===== src/rtl/hazard_forward_unit_pkg.sv =====
// hazard_forward_unit_pkg
//   Shared constants for the hazard/forwarding unit: the "no forward"
//   select code and the bit layout of one scoreboard entry.
//   Entry layout, LSB first: valid, regwrite, memread, rd[AWIDTH-1:0].
package hazard_forward_unit_pkg;

  localparam int FWD_REGFILE = 0;

  localparam int VALID_W    = 1;
  localparam int REGWRITE_W = 1;
  localparam int MEMREAD_W  = 1;

  localparam int VALID_BIT    = 0;
  localparam int REGWRITE_BIT = VALID_BIT + VALID_W;
  localparam int MEMREAD_BIT  = REGWRITE_BIT + REGWRITE_W;
  localparam int RD_LSB       = MEMREAD_BIT + MEMREAD_W;

  function automatic int entry_width(input int awidth);
    return awidth + VALID_W + REGWRITE_W + MEMREAD_W;
  endfunction

endpackage


===== src/rtl/hazard_forward_unit_if.sv =====
// hazard_forward_unit_if
//   Decode-side request and hazard-unit response bundle.
//   master : decode/pipeline side (drives hz_i_*, receives hz_o_*)
//   slave  : hazard_forward_unit  (receives hz_i_*, drives hz_o_*)
interface hazard_forward_unit_if #(
  parameter int AWIDTH    = 5,
  parameter int STAGES    = 3,
  parameter int CNT_WIDTH = 16
) ();
  localparam int FSEL_W = $clog2(STAGES + 1);

  logic                 hz_i_ce;
  logic [AWIDTH-1:0]    hz_i_rs;
  logic [AWIDTH-1:0]    hz_i_rt;
  logic                 hz_i_use_rs;
  logic                 hz_i_use_rt;
  logic [AWIDTH-1:0]    hz_i_rd;
  logic                 hz_i_regwrite;
  logic                 hz_i_memread;
  logic                 hz_i_change_pc;
  logic                 hz_i_hold;
  logic [FSEL_W-1:0]    hz_o_fwd_rs;
  logic [FSEL_W-1:0]    hz_o_fwd_rt;
  logic                 hz_o_stall;
  logic                 hz_o_flush;
  logic [CNT_WIDTH-1:0] hz_o_stall_cnt;

  modport master (
    output hz_i_ce, hz_i_rs, hz_i_rt, hz_i_use_rs, hz_i_use_rt, hz_i_rd,
           hz_i_regwrite, hz_i_memread, hz_i_change_pc, hz_i_hold,
    input  hz_o_fwd_rs, hz_o_fwd_rt, hz_o_stall, hz_o_flush, hz_o_stall_cnt
  );

  modport slave (
    input  hz_i_ce, hz_i_rs, hz_i_rt, hz_i_use_rs, hz_i_use_rt, hz_i_rd,
           hz_i_regwrite, hz_i_memread, hz_i_change_pc, hz_i_hold,
    output hz_o_fwd_rs, hz_o_fwd_rt, hz_o_stall, hz_o_flush, hz_o_stall_cnt
  );
endinterface


===== src/rtl/hazard_scoreboard.sv =====
// hazard_scoreboard
//   STAGES-deep shift register of in-flight destination records.
//   Entry 0 is EX, entry STAGES-1 is WB; the WB record falls off the end.
// Ports:
//   clk_sys   clock, rising edge
//   rst_b     synchronous active-low reset, clears every entry
//   hold      freeze all entries
//   bubble    load an invalid record into entry 0 instead of the decode fields
//   rd, regwrite, memread   decode fields for entry 0
//   entries   flattened entries, entry i at [i*EW +: EW]
module hazard_scoreboard
  import hazard_forward_unit_pkg::*;
#(
  parameter int AWIDTH = 5,
  parameter int STAGES = 3,
  localparam int EW    = entry_width(AWIDTH)
) (
  input  logic                 clk_sys,
  input  logic                 rst_b,
  input  logic                 hold,
  input  logic                 bubble,
  input  logic [AWIDTH-1:0]    rd,
  input  logic                 regwrite,
  input  logic                 memread,
  output logic [STAGES*EW-1:0] entries
);

  logic [EW-1:0] ent [STAGES];

  always_ff @(posedge clk_sys) begin
    if (!rst_b) begin
      for (int i = 0; i < STAGES; i++) ent[i] <= '0;
    end else if (!hold) begin
      ent[0] <= bubble ? '0 : {rd, memread, regwrite, 1'b1};
      for (int i = 1; i < STAGES; i++) ent[i] <= ent[i-1];
    end
  end

  for (genvar g = 0; g < STAGES; g++) begin : g_flat
    assign entries[g*EW +: EW] = ent[g];
  end

endmodule


===== src/rtl/hazard_forward_unit.sv =====
// hazard_forward_unit
//   Pipeline hazard and forwarding controller. Tracks destination registers
//   of in-flight instructions, produces operand forward selects, load-use
//   stalls, branch flushes and a saturating stall-cycle counter.
// Ports:
//   hz_clk    clock, rising edge
//   hz_rst    synchronous active-low reset
//   hz_if     slave modport: decode request in, fwd/stall/flush/count out
//             fwd select: 0 = register file, k = forward from stage k-1
module hazard_forward_unit
  import hazard_forward_unit_pkg::*;
#(
  parameter int AWIDTH     = 5,
  parameter int STAGES     = 3,
  parameter int LOAD_STAGE = 1,
  parameter int CNT_WIDTH  = 16,
  localparam int FSEL_W    = $clog2(STAGES + 1),
  localparam int EW        = entry_width(AWIDTH)
) (
  input  logic                   hz_clk,
  input  logic                   hz_rst,
  hazard_forward_unit_if.slave   hz_if
);

  logic [STAGES*EW-1:0] ent_flat;
  logic [STAGES-1:0]    e_valid;
  logic [STAGES-1:0]    e_rw;
  logic [STAGES-1:0]    e_mr;
  logic [AWIDTH-1:0]    e_rd [STAGES];
  logic [STAGES-1:0]    hit_rs;
  logic [STAGES-1:0]    hit_rt;

  logic [FSEL_W-1:0]    sel_rs;
  logic [FSEL_W-1:0]    sel_rt;
  logic                 load_rs;
  logic                 load_rt;
  logic                 stall_lu;
  logic                 flush_raw;
  logic                 bubble;
  logic [CNT_WIDTH-1:0] cnt;

  for (genvar g = 0; g < STAGES; g++) begin : g_fields
    assign e_valid[g] = ent_flat[g*EW + VALID_BIT];
    assign e_rw[g]    = ent_flat[g*EW + REGWRITE_BIT];
    assign e_mr[g]    = ent_flat[g*EW + MEMREAD_BIT];
    assign e_rd[g]    = ent_flat[g*EW + RD_LSB +: AWIDTH];
    // $0 is hardwired, so a "write" to it never produces a forwardable value
    assign hit_rs[g]  = e_valid[g] & e_rw[g] & (e_rd[g] == hz_if.hz_i_rs) &
                        (e_rd[g] != '0) & hz_if.hz_i_use_rs & hz_if.hz_i_ce;
    assign hit_rt[g]  = e_valid[g] & e_rw[g] & (e_rd[g] == hz_if.hz_i_rt) &
                        (e_rd[g] != '0) & hz_if.hz_i_use_rt & hz_if.hz_i_ce;
  end

  // Scan oldest to youngest so the youngest (lowest index) match is left last.
  // Only the youngest match decides the stall: an older load is shadowed.
  always_comb begin
    sel_rs  = FSEL_W'(FWD_REGFILE);
    sel_rt  = FSEL_W'(FWD_REGFILE);
    load_rs = 1'b0;
    load_rt = 1'b0;
    for (int i = STAGES - 1; i >= 0; i--) begin
      if (hit_rs[i]) begin
        sel_rs  = FSEL_W'(i + 1);
        load_rs = e_mr[i] && (i < LOAD_STAGE);
      end
      if (hit_rt[i]) begin
        sel_rt  = FSEL_W'(i + 1);
        load_rt = e_mr[i] && (i < LOAD_STAGE);
      end
    end
  end

  assign stall_lu  = load_rs | load_rt;
  assign flush_raw = hz_if.hz_i_change_pc & ~hz_if.hz_i_hold;
  assign bubble    = flush_raw | stall_lu | ~hz_if.hz_i_ce;

  always_comb begin
    hz_if.hz_o_fwd_rs = '0;
    hz_if.hz_o_fwd_rt = '0;
    hz_if.hz_o_stall  = 1'b0;
    hz_if.hz_o_flush  = 1'b0;
    if (hz_rst) begin
      hz_if.hz_o_fwd_rs = sel_rs;
      hz_if.hz_o_fwd_rt = sel_rt;
      hz_if.hz_o_stall  = hz_if.hz_i_hold | (stall_lu & ~flush_raw);
      hz_if.hz_o_flush  = flush_raw;
    end
  end

  hazard_scoreboard #(
    .AWIDTH (AWIDTH),
    .STAGES (STAGES)
  ) u_scoreboard (
    .clk_sys  (hz_clk),
    .rst_b    (hz_rst),
    .hold     (hz_if.hz_i_hold),
    .bubble   (bubble),
    .rd       (hz_if.hz_i_rd),
    .regwrite (hz_if.hz_i_regwrite),
    .memread  (hz_if.hz_i_memread),
    .entries  (ent_flat)
  );

  // Counts only real load-use bubbles: a flush cancels the stall and a hold
  // is an external freeze, neither is a hazard cycle.
  always_ff @(posedge hz_clk) begin
    if (!hz_rst) begin
      cnt <= '0;
    end else if (stall_lu && !flush_raw && !hz_if.hz_i_hold &&
                 (cnt != {CNT_WIDTH{1'b1}})) begin
      cnt <= cnt + 1'b1;
    end
  end

  assign hz_if.hz_o_stall_cnt = cnt;

endmodule


===== src/flat_wrapper.sv =====
// flat-port wrapper written by rule: the top's interface ports become plain ports
module hazard_forward_unit_flat import hazard_forward_unit_pkg::*;
#(
  parameter int AWIDTH     = 5,
  parameter int STAGES     = 3,
  parameter int LOAD_STAGE = 1,
  parameter int CNT_WIDTH  = 16,
  localparam int FSEL_W    = $clog2(STAGES + 1),
  localparam int EW        = entry_width(AWIDTH)
)
  (hz_clk, hz_rst, hz_if_hz_i_ce, hz_if_hz_i_rs, hz_if_hz_i_rt, hz_if_hz_i_use_rs, hz_if_hz_i_use_rt, hz_if_hz_i_rd, hz_if_hz_i_regwrite, hz_if_hz_i_memread, hz_if_hz_i_change_pc, hz_if_hz_i_hold, hz_if_hz_o_fwd_rs, hz_if_hz_o_fwd_rt, hz_if_hz_o_stall, hz_if_hz_o_flush, hz_if_hz_o_stall_cnt);
  hazard_forward_unit_if #(.AWIDTH(AWIDTH), .STAGES(STAGES), .CNT_WIDTH(CNT_WIDTH)) hz_if_i ();
  input  logic hz_clk;
  input  logic hz_rst;
  input wire logic [$bits(hz_if_i.hz_i_ce)-1:0] hz_if_hz_i_ce;
  input wire logic [$bits(hz_if_i.hz_i_rs)-1:0] hz_if_hz_i_rs;
  input wire logic [$bits(hz_if_i.hz_i_rt)-1:0] hz_if_hz_i_rt;
  input wire logic [$bits(hz_if_i.hz_i_use_rs)-1:0] hz_if_hz_i_use_rs;
  input wire logic [$bits(hz_if_i.hz_i_use_rt)-1:0] hz_if_hz_i_use_rt;
  input wire logic [$bits(hz_if_i.hz_i_rd)-1:0] hz_if_hz_i_rd;
  input wire logic [$bits(hz_if_i.hz_i_regwrite)-1:0] hz_if_hz_i_regwrite;
  input wire logic [$bits(hz_if_i.hz_i_memread)-1:0] hz_if_hz_i_memread;
  input wire logic [$bits(hz_if_i.hz_i_change_pc)-1:0] hz_if_hz_i_change_pc;
  input wire logic [$bits(hz_if_i.hz_i_hold)-1:0] hz_if_hz_i_hold;
  output wire logic [$bits(hz_if_i.hz_o_fwd_rs)-1:0] hz_if_hz_o_fwd_rs;
  output wire logic [$bits(hz_if_i.hz_o_fwd_rt)-1:0] hz_if_hz_o_fwd_rt;
  output wire logic [$bits(hz_if_i.hz_o_stall)-1:0] hz_if_hz_o_stall;
  output wire logic [$bits(hz_if_i.hz_o_flush)-1:0] hz_if_hz_o_flush;
  output wire logic [$bits(hz_if_i.hz_o_stall_cnt)-1:0] hz_if_hz_o_stall_cnt;
  assign hz_if_i.hz_i_ce = hz_if_hz_i_ce;
  assign hz_if_i.hz_i_rs = hz_if_hz_i_rs;
  assign hz_if_i.hz_i_rt = hz_if_hz_i_rt;
  assign hz_if_i.hz_i_use_rs = hz_if_hz_i_use_rs;
  assign hz_if_i.hz_i_use_rt = hz_if_hz_i_use_rt;
  assign hz_if_i.hz_i_rd = hz_if_hz_i_rd;
  assign hz_if_i.hz_i_regwrite = hz_if_hz_i_regwrite;
  assign hz_if_i.hz_i_memread = hz_if_hz_i_memread;
  assign hz_if_i.hz_i_change_pc = hz_if_hz_i_change_pc;
  assign hz_if_i.hz_i_hold = hz_if_hz_i_hold;
  assign hz_if_hz_o_fwd_rs = hz_if_i.hz_o_fwd_rs;
  assign hz_if_hz_o_fwd_rt = hz_if_i.hz_o_fwd_rt;
  assign hz_if_hz_o_stall = hz_if_i.hz_o_stall;
  assign hz_if_hz_o_flush = hz_if_i.hz_o_flush;
  assign hz_if_hz_o_stall_cnt = hz_if_i.hz_o_stall_cnt;
  hazard_forward_unit #(.AWIDTH(AWIDTH), .STAGES(STAGES), .LOAD_STAGE(LOAD_STAGE), .CNT_WIDTH(CNT_WIDTH)) u_core (.hz_clk(hz_clk), .hz_rst(hz_rst), .hz_if(hz_if_i));
endmodule

===== config.mk =====
export PLATFORM = sky130hd
export DESIGN_NAME = hazard_forward_unit_flat
export DESIGN_NICKNAME = d
export VERILOG_FILES = /design/src/rtl/hazard_forward_unit_pkg.sv /design/src/rtl/hazard_forward_unit_if.sv /design/src/rtl/hazard_scoreboard.sv /design/src/rtl/hazard_forward_unit.sv /design/src/flat_wrapper.sv
export SDC_FILE = /design/constraint.sdc
export NUM_CORES = 1
export LEC_CHECK = 0
export CAP_MARGIN = 20
export CORE_ASPECT_RATIO = 0.8
export CORE_MARGIN = 5
export CORE_UTILIZATION = 51
export DETAILED_ROUTE_END_ITERATION = 6
export MAX_ROUTING_LAYER = met4
export PLACE_DENSITY = 0.89
export SLEW_MARGIN = 20
export SYNTH_ARGS = -nofsm -noshare
export SYNTH_HDL_FRONTEND = slang
export SYNTH_SLANG_ARGS = --single-unit

===== constraint.sdc =====
create_clock -name hz_clk -period 2.4 [get_ports hz_clk]
set_clock_uncertainty 0.1 [all_clocks]
set_input_delay 0.36 -clock hz_clk [delete_from_list [all_inputs] [get_ports hz_clk]]
set_output_delay 0.36 -clock hz_clk [all_outputs]
set_load 0.02 [all_outputs]

==> out/results.tsv <==
metric	value	unit
synth cell count leaders	27 x and2_1, 27 x xnor2_1, 22 x edfxtp_1	
GRT overflow	0	
row count	21	
Core Region	4150	µm²
largest net degree at the start of global routing	25	
Tightest Pin Transition	0.412	ns
R2R Path Start	u_core.u_scoreboard.ent[0][4]	
final setup margin	-0.248	ns
Logic pwr share	16.3	%
Final period util	110	%
CTS Buf Count	5	
CTS root buffer	clkbuf_8	
peak supply drop	0.451	mV
IO Port Bufs	45	
Post-synth EDFFs	22	
Die ar.	5700	µm²
top_reg_cell synth	edfxtp_1	
f_max	0.378	GHz
Critical Path RT	1.94	ns
clock slew at reported path FFs	0.09	ns
maxcap violations	0	
clock tree buffer depth	2	
worst hold slack	0.424	ns
switching share of power	25.7	%
total number of vias	2086	
adder-cell share of the synthesized area	0.573	%
setup violation total in the final timing report	7	
global placement routability congestion	0.869	
Most Frequent Cell on Critical Path	buf_4	
crit path DAT	2.19	ns
drt wl/cell	19.0	µm
CP max FO	2	
top cells by area, synth	edfxtp_1 30%, dfxtp_1 15%, xnor2_1 11%	
post-synthesis xor/xnor area fraction	13.2	%
CP max stage cell	or4_1	
CP endpoint	hz_if_hz_o_fwd_rs[0]	
Crit. End Element	primary output	
die height	68.5	µm
ant diodes	0	
area of the multi-input gates	1290	µm²
CP cell instances	or4_1, o211ai_1, nor4_2, buf_4, nor2_2, o21a_1, buf_4	
Final Hold Vio Count	0	
Boundary Pins	46	
hpwl dp	4040	µm
#FFs+latches synth	38	
Critical Setup Path Class	flop to primary output	
routed vias/inst	5.75	
nets	330	
P&R area growth vs syn	50.7	%
Levels on crit path	7	
post-synthesis sequential area ratio	44.9	%
cells on worst reg2reg path	10	
final core occ	79.3	%
Power Dens Cells	424	nW/µm²
Avg Cell Area, Syn	10.3	µm²
Sink Count	38	
Post-Syn Area	2180	µm²
syn nets	237	
fill cell count	246	
Pre-antenna DRT Iters	5	
Seq pwr share	52.6	%
Synth top area share	30.2	%
Syn. warnings	0	
Synth Area in Simple Gates	26.1	%
Post-Route WL	6890	µm
All-Layer GR Usage	21.0	%
main combinational cell family by area after synthesis	simple AND/OR/NAND/NOR gates	
first-pass GRT wire length	9210	µm
number of global-route vias before repair	1969	
initial antenna violation count	0	
failing checks	setup timing	
storage element area	981	µm²
minimum clock period	2.65	ns
Initial Utilization	52.6	%
Switch Pwr	0.000358	W
Distinct cells, synth	41	
Worst setup SP type	flop	
Rel. slew slack	72.3	%
Synth Area in Compound Gates	12.6	%
max incr delay on CP	0.56	ns
Post-DRT Antenna Nets	0	
Buf+Inv Stages, Crit Path	2	
post-synthesis mux area share	0.458	%
CTS H-Tree Depth	2	
CP top delay family	simple AND/OR/NAND/NOR gates	
hold crit path type	flop to flop	
layout cells sized above 1	27.5	%
fin. max-slew vios	0	
post-synth top area cell	edfxtp_1	
CTS tree	done	
DRC	0	
clock network power share	31.1	%
setup slack, reg-to-reg	-0.02	ns
Leakage	1.21	nW
status	finished, violations left	
Critical path origin	u_core.u_scoreboard.ent[0][13]	
Clock Latency Late Sink	0.29	ns
RSZ-0062 raised after global routing	true	
Int Power	0.00104	W
ys async rst share	0	%
Post-Synthesis Cells	212	
Hold Buf Count CTS	0	
worst r2r dst	u_core.hz_if.hz_o_stall_cnt[12]	
initial DRC count	240	
die width	83.2	µm
total negative setup slack	-0.988	ns
-- registers in the layout, indices dropped and copies added (netlist names) --
name and count:
u_core.hz_if.hz_o_stall_cnt 16, u_core.u_scoreboard.ent 22
-- per-layer routing --
layer / vias to the layer above / GRT usage, % / share of wire [%]
met2: 111 / 36.0 / 49
met1: 991 / 25.2 / 42
met4: 0 / 7.96 / 2.2
met5: - / - / 0
li1: 970 / - / -
met3: 14 / 3.92 / 7.5
-- final cells by class --
cell class | count | share of cell area (%)
multi-input combinational | 165 | 39.2
sequential | 38 | 29.8
tap | 57 | 2.17
timing repair buffer | 93 | 26.1
clock buffer | 6 | 2.20
clock inverter | 2 | 0.266
inverter | 2 | 0.228
-- tightest hold or removal path, stage by stage, from the launching register on --
cell	delay, ns
dfxtp_1	0.35
o31ai_1	0.08
a21boi_1	0.06
-- worst min path at each step --
stage                                         start                         endpoint  slack [ns]  cells past startpoint
floorplan             u_core.u_scoreboard.ent[0][8]   u_core.u_scoreboard.ent[0][16]        0.42                      1
global placement    u_core.hz_if.hz_o_stall_cnt[10]  u_core.hz_if.hz_o_stall_cnt[10]        0.38                      2
detailed placement  u_core.hz_if.hz_o_stall_cnt[15]  u_core.hz_if.hz_o_stall_cnt[15]        0.40                      2
CTS                 u_core.hz_if.hz_o_stall_cnt[15]  u_core.hz_if.hz_o_stall_cnt[15]        0.41                      2
global route        u_core.hz_if.hz_o_stall_cnt[10]  u_core.hz_if.hz_o_stall_cnt[10]        0.44                      2
finish              u_core.hz_if.hz_o_stall_cnt[10]  u_core.hz_if.hz_o_stall_cnt[10]        0.42                      2
-- power groups by stage --
stage	clock network, W	logic (W)	registers [W]
4_1_cts	0.000422	0.000209	0.000731
5_1_grt	0.000460	0.000241	0.000737
3_5_place_dp	0	0.000206	0.000744
3_3_place_gp	0	0.000200	0.000744
6_report	0.000434	0.000228	0.000734
2_1_floorplan	0	0.0000886	0.000746
-- cell families (layout without fill, tap and decap cells) --
family                     Yosys count  after routing
and+or+nand+nor                     93             93
DFF                                 38             38
muxes                                1              1
xor gates and xnor gates            33             33
adders and majority gates            1              1
AOI/OAI and AO/OA                   37             37
buffers and inverters                9            103
-- what timing repair did --
action,CTS,global route
pin swaps,9,17
endpoints found under the setup margin,7,23
gates resized for setup,42,29
setup buffers,6,1
-- per-stage QoR --
step | instances | total power (W) | setup WS, ns | instance area (µm²)
6_report | 363 | 0.00140 | -0.248 | 3290
2_1_floorplan | 212 | 0.000835 | 0.0406 | 2180
5_1_grt | 363 | 0.00144 | -0.332 | 3290
3_3_place_gp | 348 | 0.000944 | -0.586 | 2980
4_1_cts | 362 | 0.00136 | -0.120 | 3150
3_5_place_dp | 348 | 0.000950 | -0.611 | 2980
-- cells in the final DEF (no fill, tap or decap), types with 2 or more instances in the layout --
cell and count:
a21boi_1 5, a21oi_1 3, and2_1 26, buf_4 41
buf_6 11, clkbuf_8 5, clkdlybuf4s50_1 31, dfxtp_1 16
dlygate4sd2_1 4, dlymetal6s2s_1 5, edfxtp_1 22, inv_1 2
nand2_1 12, nand2b_1 6, nand3_1 7, nand4_1 10
nor2_1 3, nor2_2 3, nor3_1 3, nor3b_2 3
nor4_2 2, nor4_4 2, o211ai_1 6, o21a_1 3
o21ai_0 2, o21ai_1 2, o21ai_4 2, o31ai_1 7
or3_1 3, or4_1 4, xnor2_1 24, xnor2_2 3
xor2_1 6
No activity file was read; power rests on OpenSTA's default activity.
